[src/rtl/instr_fetch_stage.sv]
// instr_fetch_stage: in-order instruction fetch with a small response FIFO.
// Keeps the PC, issues word-aligned memory requests under a credit limit so
// every returned word has a buffer slot, and presents {instr, pc} to decode.
// A redirect flushes the buffer and marks in-flight responses for discard.
// Optional feature macro FETCH_PERF_EN adds the perf_bubble_cnt output.
module instr_fetch_stage #(
  parameter logic [31:0] RESET_PC   = 32'h0000_0000,
  parameter int          FIFO_DEPTH = 2
) (
  input  logic        clk,
  input  logic        rst,
  output logic        imem_req_valid,
  output logic [31:0] imem_req_addr,
  input  logic        imem_req_ready,
  input  logic        imem_rsp_valid,
  input  logic [31:0] imem_rsp_data,
  input  logic        redirect_valid,
  input  logic [31:0] redirect_pc,
`ifdef FETCH_PERF_EN
  output logic [31:0] perf_bubble_cnt,
`endif
  output logic        dec_valid,
  output logic [31:0] dec_instr,
  output logic [31:0] dec_pc,
  input  logic        dec_ready
);

  localparam int AW = $clog2(FIFO_DEPTH);
  localparam int NW = AW + 1;
  localparam int CW = AW + 3;

  logic [31:0]   r_pc;
  logic [CW-1:0] r_out;
  logic [CW-1:0] r_drop;
  logic [NW-1:0] r_count;
  logic [AW-1:0] r_wr_ptr;
  logic [AW-1:0] r_rd_ptr;
  logic [AW-1:0] r_aq_wr;
  logic [AW-1:0] r_aq_rd;
  logic [31:0]   r_aq_mem     [FIFO_DEPTH];
  logic [31:0]   r_fifo_instr [FIFO_DEPTH];
  logic [31:0]   r_fifo_pc    [FIFO_DEPTH];

  logic          w_accept;
  logic          w_deq;
  logic          w_pop;
  logic          w_push;
  logic          w_drop_rsp;
  logic [CW-1:0] w_out_next;
  logic [CW-1:0] w_need;
  logic          w_unused_pc_bits;

  assign w_accept   = imem_req_valid & imem_req_ready;
  assign w_deq      = dec_valid & dec_ready;
  assign w_pop      = w_deq & ~redirect_valid;
  assign w_drop_rsp = imem_rsp_valid & (r_drop != '0);
  assign w_push     = imem_rsp_valid & (r_drop == '0) & ~redirect_valid;
  assign w_out_next = r_out + CW'(w_accept) - CW'(imem_rsp_valid);

  // Slots already promised: live (non-discarded) requests plus buffered words,
  // minus the word decode takes this cycle. Discarded responses need no slot,
  // which lets fetch restart the cycle right after a redirect.
  assign w_need = (r_out - r_drop) + CW'(r_count) - CW'(w_deq);

  assign imem_req_valid   = rst & ~redirect_valid & (w_need < CW'(FIFO_DEPTH));
  assign imem_req_addr    = r_pc;
  assign dec_valid        = (r_count != '0);
  assign dec_instr        = r_fifo_instr[r_rd_ptr];
  assign dec_pc           = r_fifo_pc[r_rd_ptr];
  assign w_unused_pc_bits = &{1'b0, redirect_pc[1:0]};

  // PC, request/discard counters and buffer pointers; redirect overrides all.
  always_ff @(posedge clk or negedge rst) begin
    if (!rst) begin
      r_pc     <= RESET_PC;
      r_out    <= '0;
      r_drop   <= '0;
      r_count  <= '0;
      r_wr_ptr <= '0;
      r_rd_ptr <= '0;
      r_aq_wr  <= '0;
      r_aq_rd  <= '0;
    end else begin
      r_out <= w_out_next;
      if (redirect_valid) begin
        r_pc     <= {redirect_pc[31:2], 2'b00};
        r_drop   <= w_out_next;
        r_count  <= '0;
        r_wr_ptr <= '0;
        r_rd_ptr <= '0;
        r_aq_wr  <= '0;
        r_aq_rd  <= '0;
      end else begin
        if (w_accept) begin
          r_pc    <= r_pc + 32'd4;
          r_aq_wr <= r_aq_wr + AW'(1);
        end
        if (w_drop_rsp) begin
          r_drop <= r_drop - CW'(1);
        end
        if (w_push) begin
          r_aq_rd  <= r_aq_rd + AW'(1);
          r_wr_ptr <= r_wr_ptr + AW'(1);
        end
        if (w_pop) begin
          r_rd_ptr <= r_rd_ptr + AW'(1);
        end
        r_count <= r_count + NW'(w_push) - NW'(w_pop);
      end
    end
  end

  // Request-address queue and instruction buffer storage, cleared on reset so
  // the decode outputs read zero until the first word lands.
  always_ff @(posedge clk or negedge rst) begin
    if (!rst) begin
      for (int i = 0; i < FIFO_DEPTH; i++) begin
        r_aq_mem[i]     <= '0;
        r_fifo_instr[i] <= '0;
        r_fifo_pc[i]    <= '0;
      end
    end else begin
      if (w_accept && !redirect_valid) begin
        r_aq_mem[r_aq_wr] <= r_pc;
      end
      if (w_push) begin
        r_fifo_instr[r_wr_ptr] <= imem_rsp_data;
        r_fifo_pc[r_wr_ptr]    <= r_aq_mem[r_aq_rd];
      end
    end
  end

`ifdef FETCH_PERF_EN
  logic [31:0] r_bubble_cnt;

  // Saturating count of cycles where decode was ready but had nothing.
  always_ff @(posedge clk or negedge rst) begin
    if (!rst) begin
      r_bubble_cnt <= '0;
    end else if (dec_ready && !dec_valid && (r_bubble_cnt != 32'hFFFF_FFFF)) begin
      r_bubble_cnt <= r_bubble_cnt + 32'd1;
    end
  end

  assign perf_bubble_cnt = r_bubble_cnt;
`endif

endmodule

[config.mk]
export PLATFORM = sky130hd
export DESIGN_NAME = instr_fetch_stage
export DESIGN_NICKNAME = d
export VERILOG_FILES = /design/src/rtl/instr_fetch_stage.sv
export SDC_FILE = /design/constraint.sdc
export NUM_CORES = 1
export LEC_CHECK = 0
export BUFFER_PORTS_ARGS = -buffer_cell sky130_fd_sc_hd__clkbuf_2
export CAP_MARGIN = 20
export CORE_ASPECT_RATIO = 0.6
export CORE_MARGIN = 4
export CORE_UTILIZATION = 45
export DETAILED_ROUTE_END_ITERATION = 6
export HOLD_SLACK_MARGIN = 0.08
export PLACE_DENSITY = 0.68
export SLEW_MARGIN = 0
export SYNTH_ARGS = -nofsm -noshare
export SYNTH_HDL_FRONTEND = slang
export SYNTH_SLANG_ARGS = --single-unit
[constraint.sdc]
create_clock -name clk -period 5.1 [get_ports clk]
set_clock_uncertainty 0.2 [all_clocks]
set_input_delay 1.275 -clock clk [delete_from_list [all_inputs] [get_ports clk]]
set_output_delay 1.275 -clock clk [all_outputs]
set_load 0.02 [all_outputs]
==> results of run 1 <==
what timing repair did:
item	CTS	global route
pin swaps	5	1
resized for setup	5	0
hold buffers	0	0
setup endpoints to repair	1	1
buffers inserted	2	0
kinds of logic after synthesis:
group | Yosys count
muxes | 216
xor gates and xnor gates | 16
adders and majority gates | 17
other | 1
DFF | 228
AOI/OAI and AO/OA | 136
buffers and inverters | 86
and+or+nand+nor | 210
worst paths after layout:
check                                    to  cells after the start              from
min                        r_fifo_instr[57]                      1  r_fifo_instr[57]
max in group asynchronous   r_fifo_instr[8]                      3               rst
max                          imem_req_valid                     11         dec_ready
min in group asynchronous     r_fifo_pc[18]                      1               rst
max reg2reg                       r_drop[2]                     20        r_count[0]
min reg2reg                r_fifo_instr[57]                      1  r_fifo_instr[57]
final cells by class:
class | instances | area, um2
clock buffer | 33 | 673
clock inverter | 9 | 124
fill | 1978 | 10400
inverter | 26 | 97.6
multi-input combinational | 599 | 4830
sequential | 228 | 5710
tap | 315 | 394
timing repair buffer | 190 | 1100
worst max-delay path: cells and delay by family:
kind	cells	cell delay [ns]
AND/OR/NAND/NOR	4	0.50
adder cells (fa/ha/maj)	3	1.40
XOR/XNOR	1	0.18
buffers and inverters	3	0.33
per-layer routing:
layer / up-vias / wire length (um) / share of wire
met5: - / 0 / 0
met4: 0 / 425 / 0.016
met3: 36 / 1390 / 0.054
met2: 212 / 11400 / 0.44
met1: 3816 / 12700 / 0.49
li1: 3580 / - / -
power groups by stage:
stage / sequential [mW] / clock (mW) / combinational, mW
2_1_floorplan: 2.59 / 0 / 2.26
3_3_place_gp: 2.66 / 0 / 3.08
3_5_place_dp: 2.69 / 0 / 3.14
4_1_cts: 2.66 / 1.82 / 3.22
5_1_grt: 2.72 / 1.90 / 3.53
6_report: 2.65 / 1.78 / 3.21
cell usage after synthesis (8+ instances only):
library cell / count
a21oi_1: 66
a31oi_1: 13
buf_1: 10
buf_2: 14
clkbuf_1: 29
dfrtp_1: 228
ha_1: 12
inv_1: 25
mux2_1: 84
mux2_2: 102
mux2i_1: 30
nand2_1: 38
nand3_1: 8
nand4_1: 9
nor2_1: 93
nor4_1: 9
o211ai_1: 12
o311ai_1: 12
xnor2_1: 9
registers in the layout, summed over array words and instances, names as in the netlist:
signal / flops
imem_req_addr: 30
r_aq_mem: 60
r_aq_rd: 1
r_aq_wr: 1
r_count: 2
r_drop: 4
r_fifo_instr: 64
r_fifo_pc: 60
r_out: 4
r_rd_ptr: 1
r_wr_ptr: 1
==> qor.yml, run 1 <==
pwr:
  finalPower_mw: 7.64
  p_int_mw: 4.66
  power_leakage_nw: 6.11
  pwr-share-seq: 0.347
  vdd_drop_max_mv: 0.808
  power.density_nw_per_um2: 591
  combPwrFrac: 0.420
  swShare: 0.390
  switchingPower_mw: 2.98
  power_frac_clock: 0.233
critical_path:
  cp_slowest_cell: "fa_1"
  arrival_ns: 3.68
  path_class: "in2out"
  rrSetupSlack_ns: 0.45
  path_cells: "clkbuf_8 > nand2_8 > fa_1 > inv_1 > fa_1 > nor2_2 > fa_1 > xor2_1 > or2_4 > nor3_4 > clkbuf_8"
  cp_data_required_time_ns: 3.62
  crit_path_start_kind: "primary input"
  cp_max_fo: 2
  crit_path_frequent_cell: "fa_1"
  cp-end-kind: "output port"
  critPathMaxStageDelay_ns: 0.52
timing:
  holdWs_ns: 0.283
  slew_viol_final: 0
  finalSetupViolCount: 1
  max_freq_mhz: 194
  finalHoldViolCount: 0
  post-route-min-period_ns: 5.16
  tightest_slew_ns: 1.03
  rsz0062_at_grt: "true"
  finalCritPeriodShare: 1.01
  relSlewSlack: 0.314
  setup_slack_ns: -0.0551
  setup_tns_ns: -0.0551
layout:
  syn_to_final_growth_pct: 20.0
  instances_no_fill: 1400
  final_cell_area_um2: 12900
  final_util: 0.555
  layout_commonest_cell: "dfrtp_1"
  drive_gt1_frac: 0.328
  final_cell_mix: "dfrtp_1, clkbuf_2, mux2_2, nor2_1, mux2_1"
  nets: 1155
  antennaDiodeCount: 0
global_route:
  met3_usage: 0.0364
  antenna_found_initial: 0
  grt_max_degree: 93
  grt-ovfl-total: 0
  grt_pass1_wl_um: 42700
  grt_pass1_vias: 7667
  grt_use_met1: 0.303
  globalRoute.busiestLayer: "met1"
  grt_use_met2: 0.292
  grtUsageTotal: 0.196
detailed_routing:
  firstDrtPassIters: 5
  wl_per_cell_um: 18.5
  drtIter0Drc: 655
  finalWirelength_um: 25900
  drc: 0
  vias_per_cell: 5.46
  drt.antenna.violating_nets: 0
  vias: 7644
floorplanning:
  die_y_um: 128
  design.die.area_um2: 26600
  coreArea_um2: 23300
  die-width_um: 208
  start_util: 0.462
  ios: 168
  rows: 43
synth:
  synthTopCellsByArea: "dfrtp_1, mux2_2, mux2_1"
  synth_top_family_by_area: "multiplexers"
  synth_edf_count: 0
  synth_ff_type: "dfrtp_1"
  synthesis.area_um2: 10800
  yosysWarnings: 0
  synth_simple_gate_area_frac: 0.0971
  ys_seq_elements: 228
  syn_inst: 910
  synth.area.mux_share: 0.222
  yosysSeqAreaShare: 0.530
  synth_xor_xnor_area_share: 0.0137
  syn_avg_cell_area_um2: 11.8
  synth_fa_ha_area_frac: 0.0232
  netlist.top_cell.by_area: "dfrtp_1"
  async_reset_ff_frac: 1.00
  ys_types: 55
  synth.top_cell.area_share: 0.530
  synth_compound_area_frac: 0.0794
clock_tree:
  root_buffer: "clkbuf_16"
  h-tree-depth: 1
  clockBufferDepth: 3
  cts.sinks: 228
  path_clk_slew_ns: 0.06
  clock_latency_ns: 0.51
  numCtsBuffers: 23
  cts_tree: "done"
job:
  drv_cap: 0
placed_design:
  gp_congestion: 0.852
  place_hpwl_um: 17800
  place_area_um2: 12100
  place_inst: 1356
  pre_cts_slack_ns: -0.243
  port_buffers: 161
status:
  violations: "setup timing"
  status: "complete, but fails checks"
min_path:
  min-delay-path-class: "reg2reg"
No activity file was read; power rests on OpenSTA's default activity.
==> inputs of run 2 (changes only) <==
- clock period: 5.1 -> 4.4 ns (I/O delays scaled with it)
==> run 2 against run 1 <==
The run still ends with setup timing left. Routed wire length rose by 0.92%. Sequential power rose by 16%. Flip-flop and latch count unchanged. Via count is 0.59% higher. Setup slack lost 0.27 ns. Sequential share of layout area is 1.0 points lower. Die area unchanged. Clock power grew 15%. Global-route usage fell by 0.16 points. Critical endpoint unchanged. Highest routed layer unchanged.
==> qor.yml, run 2 (synthesis results as in run 1) <==
timing:
  rsz0062_at_grt: "true"
  holdWs_ns: 0.178
  tightest_slew_ns: 0.962
  finalCritPeriodShare: 1.07
  finalHoldViolCount: 0
  max_freq_mhz: 211
  relSlewSlack: 0.359
  post-route-min-period_ns: 4.73
  setup_slack_ns: -0.329
  finalSetupViolCount: 7
  slew_viol_final: 0
global_route:
  grt-ovfl-total: 0
  antenna_found_initial: 0
  grt_pass1_wl_um: 42200
  grt_pass1_vias: 7738
  grt_max_degree: 171
  grtUsageTotal: 0.194
critical_path:
  cp_data_required_time_ns: 3.10
  crit_path_end: "imem_req_valid"
  critPathMaxStageDelay_ns: 0.47
  path_delay_family: "adder cells"
  critPathLaunch: "dec_ready"
  cp-end-kind: "output port"
  crit_path_frequent_cell: "fa_1"
  r2r-end: "r_drop[2]"
  rrSetupSlack_ns: -0.13
  path_buf_inv: 3
  crit_path_start_kind: "primary input"
  arrival_ns: 3.43
  critical_path_depth: 11
  path_cells: "buf_8 > nand2_8 > fa_1 > inv_1 > fa_1 > nor2_2 > fa_2 > nand2b_4 > or2_4 > nor3_2 > buf_4"
  reg2reg_depth: 20
  cp_max_fo: 2
  path_class: "in2out"
  r2r-start: "r_count[0]"
  cp_slowest_cell: "fa_1"
detailed_routing:
  vias_per_cell: 5.44
  drt.antenna.violating_nets: 0
  wl_per_cell_um: 18.5
  firstDrtPassIters: 5
  drtIter0Drc: 609
  finalWirelength_um: 26200
  vias: 7689
  drc: 0
pwr:
  power_leakage_nw: 6.18
  vdd_drop_max_mv: 1.00
  power.density_nw_per_um2: 684
layout:
  final_cell_area_um2: 13200
  final_cell_mix: "dfrtp_1, clkbuf_2, mux2_2, nor2_1, a21oi_1"
  top_register: "r_fifo_instr"
  antennaDiodeCount: 0
  layout_commonest_cell: "dfrtp_1"
  nFillCells: 1995
  layout_top_registers: "r_fifo_instr (64), r_aq_mem (60), r_fifo_pc (60)"
  largest_reg_flops: 64
  nets: 1169
  drive_gt1_frac: 0.372
  seqCellArea_um2: 5710
  syn_to_final_growth_pct: 22.9
  multi_input_area_um2: 4990
placed_design:
  port_buffers: 161
  place_area_um2: 12300
  gp_congestion: 0.905
  place_hpwl_um: 17800
clock_tree:
  path_clk_slew_ns: 0.06
  root_buffer: "clkbuf_16"
  clock_latency_ns: 0.53
  h-tree-depth: 1
  cts_hold_buf: 0
  cts_tree: "done"
  numCtsBuffers: 23
  cts.sinks: 228
  clockBufferDepth: 3
floorplanning:
  die_y_um: 128
  ios: 168
  design.die.area_um2: 26600
  start_util: 0.462
  rows: 43
  coreArea_um2: 23300
  die-width_um: 208
status:
  violations: "setup timing"
  status: "complete, but fails checks"
job:
  drv_cap: 0
min_path:
  min-delay-path-class: "in2async"
## run 2: per-layer routing
metal,track usage,vias up,wire length [um]
li1,-,3610,-
met1,0.298,3828,13100
met2,0.287,216,11200
met3,0.0389,35,1450
met4,0.0405,0,411
met5,0,-,0
## run 2: cell type report
class / instances / area share
Inverter: 26 / 0.00737
Timing Repair Buffer: 204 / 0.0948
Clock inverter: 6 / 0.00652
Sequential cell: 228 / 0.431
Clock buffer: 36 / 0.0540
Multi-Input combinational cell: 599 / 0.377
Tap cell: 315 / 0.0298
## run 2: stage by stage
stage	cells	util	power, mW	TNS, ns	setup WS, ns
floorplan	913	-	5.63	-6.35	-0.487
global placement	1365	0.528	6.74	-30.05	-0.618
detailed placement	1365	0.528	6.85	-33.74	-0.625
CTS	1409	0.564	9.03	-0.493	-0.390
global route	1414	0.568	9.64	-1.90	-0.402
finish	1414	0.568	9.06	-1.08	-0.329
## run 2: where the power goes
part	internal, mW	leakage, nW	switching (mW)
logic	1.66	2.82	2.28
clock network	1.23	0.394	0.815
registers	2.69	2.97	0.383
total	5.58	6.18	3.48
## run 2: worst min-delay path by stage
stage | from | endpoint | slack (ns)
2_1_floorplan | r_fifo_instr[22] | r_fifo_instr[22] | 0.25
3_3_place_gp | r_fifo_instr[24] | r_fifo_instr[24] | 0.26
3_5_place_dp | r_fifo_instr[23] | r_fifo_instr[23] | 0.27
4_1_cts | rst | r_fifo_instr[53] | 0.15
5_1_grt | rst | r_fifo_instr[53] | 0.15
6_report | rst | r_fifo_instr[59] | 0.18
## run 2: what timing repair did
item	CTS	global route
hold endpoints to repair	0	0
pin swaps	6	12
resized for setup	7	12
cloned	0	1
endpoints found under the setup margin	5	38
buffers inserted	2	6
